`src/rtl/param_loader_pkg.sv`:
```
// param_loader_pkg: shared types and sizing helpers for param_stream_loader.
//   state_e            loader FSM states (CHECK only reachable with checksum)
//   err_e              err_code encodings
//   CKSUM_BYTES        1 when PARAM_LOADER_CKSUM_EN is defined, else 0
//   frame_data_bytes() data bytes per frame from word width and count
package param_loader_pkg;

   typedef enum logic [1:0] {
      IDLE  = 2'd0,
      LOAD  = 2'd1,
      CHECK = 2'd2,
      DONE  = 2'd3
   } state_e;

   typedef enum logic [1:0] {
      ERR_NONE     = 2'b00,
      ERR_TIMEOUT  = 2'b01,
      ERR_CKSUM    = 2'b10,
      ERR_OVERFLOW = 2'b11
   } err_e;

`ifdef PARAM_LOADER_CKSUM_EN
   localparam int unsigned CKSUM_BYTES = 1;
`else
   localparam int unsigned CKSUM_BYTES = 0;
`endif

   function automatic int unsigned frame_data_bytes(input int unsigned word_w,
                                                    input int unsigned num_words);
      return (word_w / 8) * num_words;
   endfunction

endpackage

```
`src/rtl/pl_strobe_sync.sv`:
```
// pl_strobe_sync: 2-flop synchronizer plus registered rising-edge detector.
//   clk, rst      clock, synchronous active-high reset
//   i_strobe      asynchronous byte strobe
//   o_byte_stb    one-cycle pulse, two cycles after i_strobe is first sampled high
// Runs independently of the loader enable so edge history never goes stale.
module pl_strobe_sync (
   input  logic clk,
   input  logic rst,
   input  logic i_strobe,
   output logic o_byte_stb
);

   logic r_sync1;
   logic r_sync2;
   logic r_hist;
   logic r_stb;

   // Synchronize, keep one cycle of history, register the rising edge.
   always_ff @(posedge clk) begin
      if (rst) begin
         r_sync1 <= 1'b0;
         r_sync2 <= 1'b0;
         r_hist  <= 1'b0;
         r_stb   <= 1'b0;
      end else begin
         r_sync1 <= i_strobe;
         r_sync2 <= r_sync1;
         r_hist  <= r_sync2;
         r_stb   <= r_sync2 & ~r_hist;
      end
   end

   assign o_byte_stb = r_stb;

endmodule

```
`src/rtl/param_stream_loader.sv`:
```
// param_stream_loader: assembles NUM_WORDS x WORD_W words from a strobed byte
// stream into a shadow buffer and commits them atomically with a start pulse.
//   clk, rst     clock, synchronous active-high reset
//   ena          enable; low freezes FSM, counters, shadow and outputs
//   in_data      byte pins (little-endian within a word, word 0 first)
//   in_strobe    asynchronous byte strobe, one rising edge per byte
//   core_busy    compute core busy; commit waits for it to drop
//   words_o      committed words, word 0 in the LSBs
//   start_calc   one-cycle pulse on commit
//   load_busy    high while a frame is in progress (state not IDLE)
//   err_code     00 none, 01 timeout, 10 checksum, 11 overflow (sticky)
// Build option: PARAM_LOADER_CKSUM_EN adds a trailing XOR checksum byte.
module param_stream_loader
   import param_loader_pkg::*;
#(
   parameter int unsigned WORD_W    = 32,
   parameter int unsigned NUM_WORDS = 2,
   parameter int unsigned TIMEOUT_W = 16
) (
   input  logic                        clk,
   input  logic                        rst,
   input  logic                        ena,
   input  logic [7:0]                  in_data,
   input  logic                        in_strobe,
   input  logic                        core_busy,
   output logic [NUM_WORDS*WORD_W-1:0] words_o,
   output logic                        start_calc,
   output logic                        load_busy,
   output logic [1:0]                  err_code
);

   localparam int unsigned DATA_BYTES  = frame_data_bytes(WORD_W, NUM_WORDS);
   localparam int unsigned TOTAL_BYTES = DATA_BYTES + CKSUM_BYTES;
   localparam int unsigned IDX_W       = $clog2(TOTAL_BYTES + 1);
   localparam int unsigned DATA_W      = DATA_BYTES * 8;

   localparam logic [IDX_W-1:0]     LAST_DATA_IDX = IDX_W'(DATA_BYTES - 1);
   localparam logic [TIMEOUT_W-1:0] TO_ONES       = '1;
   // Count value seen on the last idle cycle before saturation.
   localparam logic [TIMEOUT_W-1:0] TO_LAST       = TO_ONES - TIMEOUT_W'(1);

`ifdef PARAM_LOADER_CKSUM_EN
   localparam state_e AFTER_DATA = CHECK;
`else
   localparam state_e AFTER_DATA = DONE;
`endif

   logic                 w_byte_stb;
   state_e               r_state;
   logic [IDX_W-1:0]     r_idx;
   logic [TIMEOUT_W-1:0] r_to_cnt;
   logic [DATA_W-1:0]    r_shadow;
   logic [DATA_W-1:0]    r_words;
   logic                 r_start_calc;
   logic                 r_load_busy;
   err_e                 r_err;
`ifdef PARAM_LOADER_CKSUM_EN
   logic [7:0]           r_xor;
`endif

   pl_strobe_sync u_strobe_sync (
      .clk        (clk),
      .rst        (rst),
      .i_strobe   (in_strobe),
      .o_byte_stb (w_byte_stb)
   );

   // Loader FSM with registered outputs; ena gates every state update.
   always_ff @(posedge clk) begin
      if (rst) begin
         r_state      <= IDLE;
         r_idx        <= '0;
         r_to_cnt     <= '0;
         r_shadow     <= '0;
         r_words      <= '0;
         r_start_calc <= 1'b0;
         r_load_busy  <= 1'b0;
         r_err        <= ERR_NONE;
`ifdef PARAM_LOADER_CKSUM_EN
         r_xor        <= '0;
`endif
      end else begin
         r_start_calc <= 1'b0;
         if (ena) begin
            case (r_state)
               IDLE: begin
                  if (w_byte_stb) begin
                     r_shadow[7:0] <= in_data;
`ifdef PARAM_LOADER_CKSUM_EN
                     r_xor         <= in_data;
`endif
                     r_idx         <= IDX_W'(1);
                     r_to_cnt      <= '0;
                     r_err         <= ERR_NONE;
                     r_load_busy   <= 1'b1;
                     r_state       <= (DATA_BYTES == 1) ? AFTER_DATA : LOAD;
                  end
               end

               // LOAD and CHECK share the inter-byte timeout; a byte wins over saturation.
               LOAD, CHECK: begin
                  if (w_byte_stb) begin
                     r_to_cnt <= '0;
`ifdef PARAM_LOADER_CKSUM_EN
                     if (r_state == CHECK) begin
                        r_idx <= '0;
                        if (in_data == r_xor) begin
                           r_state <= DONE;
                        end else begin
                           r_err       <= ERR_CKSUM;
                           r_shadow    <= '0;
                           r_load_busy <= 1'b0;
                           r_state     <= IDLE;
                        end
                     end else
`endif
                     begin
                        for (int b = 0; b < int'(DATA_BYTES); b++) begin
                           if (r_idx == IDX_W'(b)) r_shadow[b*8 +: 8] <= in_data;
                        end
`ifdef PARAM_LOADER_CKSUM_EN
                        r_xor <= r_xor ^ in_data;
`endif
                        r_idx <= r_idx + IDX_W'(1);
                        if (r_idx == LAST_DATA_IDX) r_state <= AFTER_DATA;
                     end
                  end else if (r_to_cnt == TO_LAST) begin
                     r_err       <= ERR_TIMEOUT;
                     r_shadow    <= '0;
                     r_idx       <= '0;
                     r_to_cnt    <= '0;
                     r_load_busy <= 1'b0;
                     r_state     <= IDLE;
                  end else begin
                     r_to_cnt <= r_to_cnt + TIMEOUT_W'(1);
                  end
               end

               // Bytes arriving while the frame waits are dropped but flagged.
               DONE: begin
                  if (w_byte_stb) r_err <= ERR_OVERFLOW;
                  if (!core_busy) begin
                     r_words      <= r_shadow;
                     r_start_calc <= 1'b1;
                     r_idx        <= '0;
                     r_load_busy  <= 1'b0;
                     r_state      <= IDLE;
                  end
               end

               default: begin
                  r_load_busy <= 1'b0;
                  r_state     <= IDLE;
               end
            endcase
         end
      end
   end

   assign words_o    = r_words;
   assign start_calc = r_start_calc;
   assign load_busy  = r_load_busy;
   assign err_code   = r_err;

endmodule

```
`config.mk`:
```
export PLATFORM = sky130hd
export DESIGN_NAME = param_stream_loader
export DESIGN_NICKNAME = d
export VERILOG_FILES = /design/src/rtl/param_loader_pkg.sv /design/src/rtl/pl_strobe_sync.sv /design/src/rtl/param_stream_loader.sv
export SDC_FILE = /design/constraint.sdc
export NUM_CORES = 1
export LEC_CHECK = 0
export BUFFER_PORTS_ARGS = -buffer_cell sky130_fd_sc_hd__buf_2
export CAP_MARGIN = 20
export CORE_ASPECT_RATIO = 0.8
export CORE_MARGIN = 5
export CORE_UTILIZATION = 55
export DETAILED_ROUTE_END_ITERATION = 12
export GPL_ROUTABILITY_DRIVEN = 0
export GPL_TIMING_DRIVEN = 0
export PLACE_DENSITY = 0.77
export REMOVE_ABC_BUFFERS = 1
export SKIP_CTS_REPAIR_TIMING = 1
export SLEW_MARGIN = 20
export SYNTH_ARGS = -nofsm -noshare
export SYNTH_HDL_FRONTEND = slang
export SYNTH_SLANG_ARGS = --single-unit
```
`constraint.sdc`:
```
create_clock -name clk -period 2.35 [get_ports clk]
set_input_delay 0.705 -clock clk [delete_from_list [all_inputs] [get_ports clk]]
set_output_delay 0.705 -clock clk [all_outputs]
set_load 0.01 [all_outputs]
```
==> results of run 1 <==
-- cell type report --
type / count / area [sq um]
Fill cell: 837 / 3280
Sequential cell: 158 / 3160
Multi-Input combinational cell: 444 / 2620
Timing Repair Buffer: 85 / 488
Clock buffer: 21 / 450
Clock inverter: 10 / 186
Tap cell: 140 / 175
Inverter: 11 / 41.3
-- registers in the layout, indices dropped and copies added (netlist names) --
signal,flops
u_strobe_sync.o_byte_stb,1
r_state,2
r_idx,4
load_busy,1
u_strobe_sync.r_hist,1
u_strobe_sync.r_sync1,1
words_o,64
start_calc,1
r_shadow,64
err_code,2
r_to_cnt,16
u_strobe_sync.r_sync2,1
-- worst max-delay path by stage --
stage	startpoint	to	slack, ps	cells after the start
CTS	r_state[0]	r_to_cnt[11]	-100	6
global placement	ena	words_o[57]	-2170	5
global route	r_state[0]	r_to_cnt[6]	0.9	7
finish	r_state[0]	r_to_cnt[2]	170	6
floorplan	ena	words_o[0]	-690	4
detailed placement	rst	r_shadow[19]	-150	5
-- cells in the mapped netlist, drive strengths merged, types with 3 or more instances --
master and n:
dfxtp 158, nand2 148, a21oi 81, o2bb2ai 56, clkbuf 29, nor2 29
nand3 25, o21ai 18, inv 11, ha 10, buf 7, nor3 7
nor2b 6, xnor2 6, xor2 6, and3 5, nand4 5, or3 4
a311oi 3, a31oi 3, and4 3, nand2b 3
-- power by group through the flow --
stage,logic [mW],registers [mW],clock network [mW]
2_1_floorplan,0.0761,2.75,0
3_3_place_gp,0.133,2.75,0
3_5_place_dp,0.144,2.75,0
4_1_cts,0.145,2.70,2.99
5_1_grt,0.166,2.70,3.11
6_report,0.153,2.70,2.97
-- kinds of logic (layout without fill, tap and decap cells) --
group	after synthesis	count (layout)	share of synthesized area
xor+xnor	12	12	0.0177
simple gates	246	246	0.186
buf+inv	47	127	0.0325
fa+ha+maj	10	10	0.0211
compound gates	175	175	0.208
flops	158	158	0.533
mux	1	1	0.00253
-- per-layer routing --
metal	wire length [um]	global-route usage	part of all wire
met1	6570	0.301	0.45
met2	6570	0.362	0.45
met3	1140	0.0616	0.078
met4	208	0.0816	0.014
met5	0	0	0
-- critical path, cell delays in order (launching register included) --
cell      delay [ps]
dfxtp_1          370
inv_1             80
ha_1             390
nand2b_1         330
a21o_1           350
or4_1            420
a21oi_1          150
==> impl_results.md, run 1 <==
* Worst slew margin at 0.502
* Number of port buffers at 80
* Number of diodes at 0
* Hold Crit Start: u_strobe_sync.r_hist
* Most frequent cells in the layout: dfxtp_1 (158), nand2_1 (147), a21oi_1 (80)
* Static leakage at between 2 and 3 nW
* Number of flops mapped to enable cells by yosys at 0
* Util after Layout at 0.685
* VDD IR max at 606 uV
* Tcrit/Tclk final at 0.927
* Clock period minus worst slack at about 2200 ps
* Clock Latency Late Sink at roughly 430 ps
* WL final at about 14 mm
* Worst hold slack at ~390 ps
* Clk buf depth at 2
* Final non-filler cell area at just over 7000 sq um
* First-pass GRT wire length at 23.4 mm
* Worst-path fanout max at 12
* Sequential share of power at 0.463
* Congestion Overflow GR at 0
* Total track usage at 0.227
* Seq cells post-synth at approximately 160
* Power Total at 5.82 mW
* Achievable frequency at 0.459 GHz
* Max_cap viols at 0
* Register area share after synthesis at 0.533
* Non-Filler Instances at around 870
* Total CTS buffers at 17
* WL/cell at approximately 17 um
* Drt via density at 5.64
* Setup Skew at 13.0 ps
* TNS Setup at 0 ps
* # H-tree levels at 4
* Area share of the largest cell type after synthesis at 0.533
* Placed insts at between 800 and 900
* Critical Path End Type: flip-flop
* Power share of the clock group at 0.510
* Largest net degree at the start of global routing at 66
* Clock tree root buffer cell: clkbuf_16
* Top cell type by total area after synthesis: dfxtp_1
* Critical path class: reg2reg
* Gate power share at 0.026
* Initial core utilization at 0.570
* Finish-stage setup viols at 0
* 1st-iter DRT viols at 350
* Final hold violation count at 0
* R2R cell count at 6
* Main synth FF type: dfxtp_1
* RSZ-0062 raised after global routing: false
* Final WS setup at approximately 170 ps
* Initial antenna violation count at 0
* Die Ht at 103 um
* Drc violations at 0
* Synth area leaders: dfxtp_1 (53%), nand2_1 (9.4%), o2bb2ai_1 (8.3%), a21oi_1 (6.7%), ha_1 (2.1%)
* Netlist cell types at between 50 and 60
* Worst r2r dst: r_to_cnt[2]
* Dpl ws at -150 ps
* Row count at 33
* Worst-margin pin slew at ~750 ps
* FF-to-FF setup slack at roughly 170 ps
* Power Density at around 820 nW/um^2
* Final Max Slew Viols at 0
* Worst hold path endpoint: u_strobe_sync.o_byte_stb
* Status: complete, no violations
* Critical path launch point type: flip-flop
* DPL Wire Length at 9.37 mm
* Ys async rst share at 0
* Worst hold stages at 1
* RR Startpoint: r_state[0]
* Detail Route Antenna Nets at 0
* CP Data Arrival Time at ~2500 ps
* # clock sinks at roughly 160
* Sw frac at 0.202
* I/O pins at just over 80
* Psw at between 1 and 1.5 mW
* Core Region at roughly 10000 sq um
* Fin nets at 740
* Fraction of layout cells with a size suffix above 1 at 0.185
* Internal at around 4.6 mW
* Hold Crit Class: reg2reg
* Die area at around 13000 sq um
* CP required at approximately 2700 ps
* Syn_area_per_cell at between 9 and 10 sq um
* TritonCTS clock tree: built
* Area Growth Syn to Fin at 20.1%
* Commonest non-fill, non-tap cell in the layout: dfxtp_1
* Die W at ~130 um
* Worst-path clk slew at 60 ps
* Gate Count Post-Synth at 649
* Vias in the first global route at between 4000 and 5000
* TritonRoute pass-1 iters at 5
* YS warnings at 0
* DR vias at approximately 4900
* Synthesized area at 5930 sq um
* Area after DPL at approximately 6400 sq um
(Power assumes the default switching activity.)
==> run 2, diff against run 1 <==
--- a/config.mk
+++ b/config.mk
@@ -12,7 +12,8 @@
 export CORE_UTILIZATION = 55
 export DETAILED_ROUTE_END_ITERATION = 12
 export GPL_ROUTABILITY_DRIVEN = 0
-export GPL_TIMING_DRIVEN = 0
+export GPL_TIMING_DRIVEN = 1
+export MAX_ROUTING_LAYER = met4
 export PLACE_DENSITY = 0.77
 export REMOVE_ABC_BUFFERS = 1
 export SKIP_CTS_REPAIR_TIMING = 1
==> run 2 against run 1 <==
Compared with the run above:
- worst hold slack got worse by 1.3 ps
- core utilization increased by 0.73 points
- final area grew 1.1%
- global-route usage rose by 1.0 points
- total power shrank 0.95%
- count of clock-buffer cells in the layout is the same
- combinational power barely moved
- wire length up 1.8%
- non-clock buffer count up 21
- via count is 3.3% higher
- clock skew down 3.7 ps
==> impl_results.md, run 2 (same netlist as run 1, synthesis figures left out) <==
* Status: complete, no violations (unchanged)
* Area Growth Syn to Fin at 21.4% (was 20.1%)
* Crit path largest cell delay at 600 ps (was 420 ps)
* Initial core utilization at 0.570 (unchanged)
* RSZ-0062 raised after global routing: false (unchanged)
* Fraction of layout cells with a size suffix above 1 at 0.202 (was 0.185)
* Worst-path clk slew at 60 ps (about the same)
* Critical path, cell by cell: inv_1 -> ha_1 -> mux2_4 -> or4b_1 -> nor2_1 -> xnor2_1 -> nor2_1 (was inv_1 -> ha_1 -> nand2b_1 -> a21o_1 -> or4_1 -> a21oi_1)
* Die Ht at 103 um (unchanged)
* Clock period minus worst slack at 2240 ps (was 2180 ps)
* First-pass GRT wire length at 23.9 mm (was 23.4 mm)
* Total track usage at 0.237 (was 0.227)
* Core Region at 10400 sq um (unchanged)
* Clk buf depth at 2 (unchanged)
* TritonRoute pass-1 iters at 5 (unchanged)
* Congestion Overflow GR at 0 (unchanged)
* Fin nets at 761 (was 740)
* Number of diodes at 0 (unchanged)
* Initial antenna violation count at 0 (unchanged)
* Largest net degree at the start of global routing at 65 (was 66)
* CP Data Arrival Time at 2510 ps (was 2520 ps)
* VDD IR max at 558 uV (was 606 uV)
* Fill cells at 814 (was 837)
* CP required at 2620 ps (was 2700 ps)
* Number of port buffers at 80 (unchanged)
* Critical path class: reg2reg (unchanged)
* 1st-iter DRT viols at 498 (was 350)
* Final Max Slew Viols at 0 (unchanged)
* DR vias at 5059 (was 4898)
* Power Density at 800 nW/um^2 (was 817 nW/um^2)
* Clock tree root buffer cell: clkbuf_16 (unchanged)
* Clock Latency Late Sink at 420 ps (was 430 ps)
* Placed insts at 859 (was 836)
* Most frequent cells in the layout: dfxtp_1 (158), nand2_1 (148), a21oi_1 (80), buf_2 (80), o2bb2ai_1 (56) (was dfxtp_1 (158), nand2_1 (147), a21oi_1 (80))
* Tcrit/Tclk final at 0.951 (was 0.927)
* Row count at 33 (unchanged)
* Die W at 126 um (unchanged)
* Final hold violation count at 0 (unchanged)
* Worst-margin pin slew at 892 ps (was 747 ps)
* Drc violations at 0 (unchanged)
* Hold Crit Class: reg2reg (unchanged)
* TNS Setup at 0 ps (unchanged)
* Non-Filler Instances at 889 (was 869)
* Achievable frequency at 0.447 GHz (was 0.459 GHz)
* Critical path launch point type: flip-flop (unchanged)
* WL/cell at 16.6 um (was 16.7 um)
* Worst-path fanout max at 6 (was 12)
* Static leakage at 2.71 nW (was 2.64 nW)
* # clock sinks at 158 (unchanged)
* Power Total at 5.76 mW (was 5.82 mW)
* Max_cap viols at 0 (unchanged)
* # H-tree levels at 4 (unchanged)
* Commonest non-fill, non-tap cell in the layout: dfxtp_1 (unchanged)
* Finish-stage setup viols at 0 (unchanged)
* Worst hold slack at 385 ps (was 386 ps)
* TritonCTS clock tree: built (unchanged)
* WL final at 14.7 mm (was 14.5 mm)
* Setup Skew at 9.31 ps (was 13.0 ps)
* Crit path top cell by count: nor2_1
* Worst slew margin at 0.404 (was 0.502)
* Drt via density at 5.69 (was 5.64)
* DPL Wire Length at 9.63 mm (was 9.37 mm)
* Critical Path End Type: flip-flop (unchanged)
* Total CTS buffers at 17 (unchanged)
* Slowest cell on crit path: or4b_1 (was or4_1)
* Vias in the first global route at 4856 (was 4751)
* Detail Route Antenna Nets at 0 (unchanged)
* I/O pins at 81 (unchanged)
* Die area at 13000 sq um (unchanged)
[run 2: cell count changes in the layout (fill, tap and decap cells not counted), moves of 2 or more]
| cell | previous run | this run |
|---|---|---|
| clkbuf_8 | 1 | 3 |
| nor3_2 | 3 | 1 |
| buf_16 | 2 | 0 |
| nor3_1 | 3 | 5 |
| clkbuf_1 | 3 | 1 |
| buf_4 | 3 | 25 |
[run 2: path summary, 6_finish.rpt]
kind,start,to,slack [ps],cells past startpoint
setup / recovery,r_state[0],r_to_cnt[10],110,7
hold / removal,u_strobe_sync.r_hist,u_strobe_sync.o_byte_stb,380,1
setup reg to reg,r_state[0],r_to_cnt[10],110,7
hold reg to reg,u_strobe_sync.r_hist,u_strobe_sync.o_byte_stb,380,1
[run 2: cell type report]
type	count	area (sq um)	share of cell area
Clock buffer	21	470	0.0653
Clock inverter	9	158	0.0219
Inverter	11	41.3	0.00573
Multi-Input combinational cell	444	2580	0.359
Sequential cell	158	3160	0.439
Tap cell	140	175	0.0243
Timing Repair Buffer	106	608	0.0844
[run 2: per-stage QoR]
step,instance area [sq um],util,setup slack (ps)
2_1_floorplan,5780,-,-691
3_3_place_gp,6570,0.632,248
3_5_place_dp,6570,0.632,183
4_1_cts,7200,0.692,110
5_1_grt,7200,0.692,35.9
6_report,7200,0.692,115
[run 2: critical path: cells and delay by family, from the launching register on]
kind	cells	cell delay, ps
xor+xnor	1	150
fa+ha+maj	1	400
buf+inv	1	80
flops	1	370
mux	1	200
simple gates	3	880
[run 2: where the power goes]
group | total, mW | internal, mW | switching, mW
logic | 0.156 | 0.0487 | 0.107
registers | 2.69 | 2.69 | 0.00666
clock network | 2.91 | 1.86 | 1.06
[run 2: layer usage]
| metal | global-route usage | part of all wire |
|---|---|---|
| met5 | - | 0 |
| met4 | 0.0717 | 0.012 |
| met2 | 0.373 | 0.45 |
| met3 | 0.0580 | 0.076 |
| met1 | 0.308 | 0.46 |
==> run 3, diff against run 2 <==
--- a/config.mk
+++ b/config.mk
@@ -9,12 +9,12 @@
 export CAP_MARGIN = 20
 export CORE_ASPECT_RATIO = 0.8
 export CORE_MARGIN = 5
-export CORE_UTILIZATION = 55
+export CORE_UTILIZATION = 40
+export CTS_BUF_LIST = sky130_fd_sc_hd__clkbuf_8
 export DETAILED_ROUTE_END_ITERATION = 12
 export GPL_ROUTABILITY_DRIVEN = 0
 export GPL_TIMING_DRIVEN = 1
 export MAX_ROUTING_LAYER = met4
-export PLACE_DENSITY = 0.77
 export REMOVE_ABC_BUFFERS = 1
 export SKIP_CTS_REPAIR_TIMING = 1
 export SLEW_MARGIN = 20
==> run 3 against run 2 <==
Compared with the run above:
- critical path depth fell by 2
- clock skew fell by 1.0 ps
- first-iteration DRC count fell by 49%
- sequential cell count did not move
- total power fell by 19%
- clock power fell by 37%
- core utilization fell by 21 points
- largest power group is now registers
==> impl_results.md, run 3 (same netlist as run 1, synthesis figures left out) <==
* Status: complete, no violations (unchanged)
* Setup Skew at 8.27 ps (was 9.31 ps)
* Number of port buffers at 80 (unchanged)
* Internal at 3.51 mW (was 4.59 mW)
* Drc violations at 0 (unchanged)
* Achievable frequency at 0.465 GHz (was 0.447 GHz)
* Max_cap viols at 0 (unchanged)
* Clock Latency Late Sink at 460 ps (was 420 ps)
* Worst-margin pin slew at 757 ps (was 892 ps)
* CP Data Arrival Time at 2490 ps (was 2510 ps)
* Finish-stage setup viols at 0 (unchanged)
* Hold Crit Class: reg2reg (unchanged)
* Most frequent cells in the layout: dfxtp_1 (158), nand2_1 (148), a21oi_1 (80), buf_2 (80), o2bb2ai_1 (56) (unchanged)
* Critical path launch point type: flip-flop (unchanged)
* 1st-iter DRT viols at 253 (was 498)
* # H-tree levels at 4 (unchanged)
* Die Ht at 119 um (was 103 um)
* Psw at 1.17 mW (about the same)
* Congestion Overflow GR at 0 (unchanged)
* Worst hold slack at 388 ps (was 385 ps)
* Number of diodes at 0 (unchanged)
* Core Region at 14400 sq um (was 10400 sq um)
* Final WS setup at 198 ps (was 115 ps)
* WL/cell at 15.2 um (was 16.6 um)
* Clock tree root buffer cell: clkbuf_8 (was clkbuf_16)
* CP required at 2690 ps (was 2620 ps)
* I/O pins at 81 (unchanged)
* Initial antenna violation count at 0 (unchanged)
* DPL Wire Length at 9.76 mm (was 9.63 mm)
* Initial core utilization at 0.412 (was 0.570)
* Critical path class: reg2reg (unchanged)
* Dpl ws at 223 ps (was 183 ps)
* Slowest cell on crit path: a41o_1 (was or4b_1)
* Sequential share of power at 0.576 (was 0.468)
* Die area at 17400 sq um (was 13000 sq um)
* Tcrit/Tclk final at 0.916 (was 0.951)
* Worst slew margin at 0.495 (was 0.404)
* Clk buf depth at 2 (unchanged)
* First-pass GRT wire length at 23.8 mm (was 23.9 mm)
* Total track usage at 0.171 (was 0.237)
* Row count at 39 (was 33)
* Fraction of layout cells with a size suffix above 1 at 0.202 (about the same)
* Critical Path End Type: flip-flop (unchanged)
* Detail Route Antenna Nets at 0 (unchanged)
* Worst-path clk slew at 80 ps (was 60 ps)
* Fin nets at 758 (was 761)
* DR vias at 4832 (was 5059)
* Power share of the clock group at 0.391 (was 0.505)
* TritonRoute pass-1 iters at 5 (unchanged)
* Commonest non-fill, non-tap cell in the layout: dfxtp_1 (unchanged)
* Total CTS buffers at 17 (unchanged)
* WL final at 14.2 mm (was 14.7 mm)
* TritonCTS clock tree: built (unchanged)
* Sw frac at 0.250 (was 0.203)
* RSZ-0062 raised after global routing: false (unchanged)
* Static leakage at 2.57 nW (was 2.71 nW)
* VDD IR max at 341 uV (was 558 uV)
* Die W at 146 um (was 126 um)
* TNS Setup at 0 ps (unchanged)
* Power Density at 671 nW/um^2 (was 800 nW/um^2)
* Gate power share at 0.033 (was 0.027)
* Drt via density at 5.18 (was 5.69)
* Largest net degree at the start of global routing at 66 (was 65)
* # clock sinks at 158 (unchanged)
* Final Max Slew Viols at 0 (unchanged)
* Clock period minus worst slack at 2150 ps (was 2240 ps)
* Worst-path fanout max at 8 (was 6)
* Final hold violation count at 0 (unchanged)
* Vias in the first global route at 4712 (was 4856)
* Crit path largest cell delay at 680 ps (was 600 ps)
* Area Growth Syn to Fin at 17.4% (was 21.4%)
* Critical path, cell by cell: and4_1 -> and2_1 -> a41o_1 -> o21ai_4 -> o2bb2ai_1 (was inv_1 -> ha_1 -> mux2_4 -> or4b_1 -> nor2_1 -> xnor2_1 -> nor2_1)
==> run 3: changes by cell type in the layout (fill, tap and decap cells not counted), sizes merged <==
cell	delta
clkinv	+5
bufinv	-4
buf	-3
clkbuf	-3
clkinvlp	+2
inv	+2
==> run 3: path summary, 6_finish.rpt <==
kind,start,end,slack (ps),cells past startpoint
worst max-delay path,r_to_cnt[4],r_shadow[26],200,5
worst min-delay path,u_strobe_sync.r_hist,u_strobe_sync.o_byte_stb,390,1
worst max register to register,r_to_cnt[4],r_shadow[26],200,5
worst min register to register,u_strobe_sync.r_hist,u_strobe_sync.o_byte_stb,390,1
==> run 3: area by class of cell <==
cell class	count	area (sq um)
sequential	158	3160
tap	184	230
inverter	11	41.3
timing repair buffer	103	586
multi-input combinational	444	2580
fill	1374	7430
clock inverter	14	113
clock buffer	18	248
==> run 3: per-layer routing <==
metal	track usage	wire [um]
met5	-	0
met4	0.0629	207
met3	0.0421	782
met2	0.243	5990
met1	0.237	7210
==> run 3: worst max-delay path: cells and delay by family (launching register included) <==
family / cells / cell delay [ps]
and+or+nand+nor: 2 / 540
DFF: 1 / 430
AOI/OAI and AO/OA: 3 / 1050
==> run 3: power by group through the flow <==
stage / sequential [mW] / combinational (mW) / clock, mW
detailed placement: 2.75 / 0.155 / 0
global route: 2.69 / 0.171 / 1.96
finish: 2.69 / 0.155 / 1.83
floorplan: 2.75 / 0.0761 / 0
CTS: 2.69 / 0.155 / 1.88
global placement: 2.75 / 0.151 / 0
==> run 3: metrics by stage <==
stage	instances	total power, mW	utilization	cell area (sq um)
2_1_floorplan	613	2.83	-	5780
3_5_place_dp	900	2.91	0.459	6610
5_1_grt	932	4.83	0.484	6970
4_1_cts	932	4.72	0.484	6970
3_3_place_gp	900	2.90	0.459	6610
6_report	932	4.67	0.484	6970
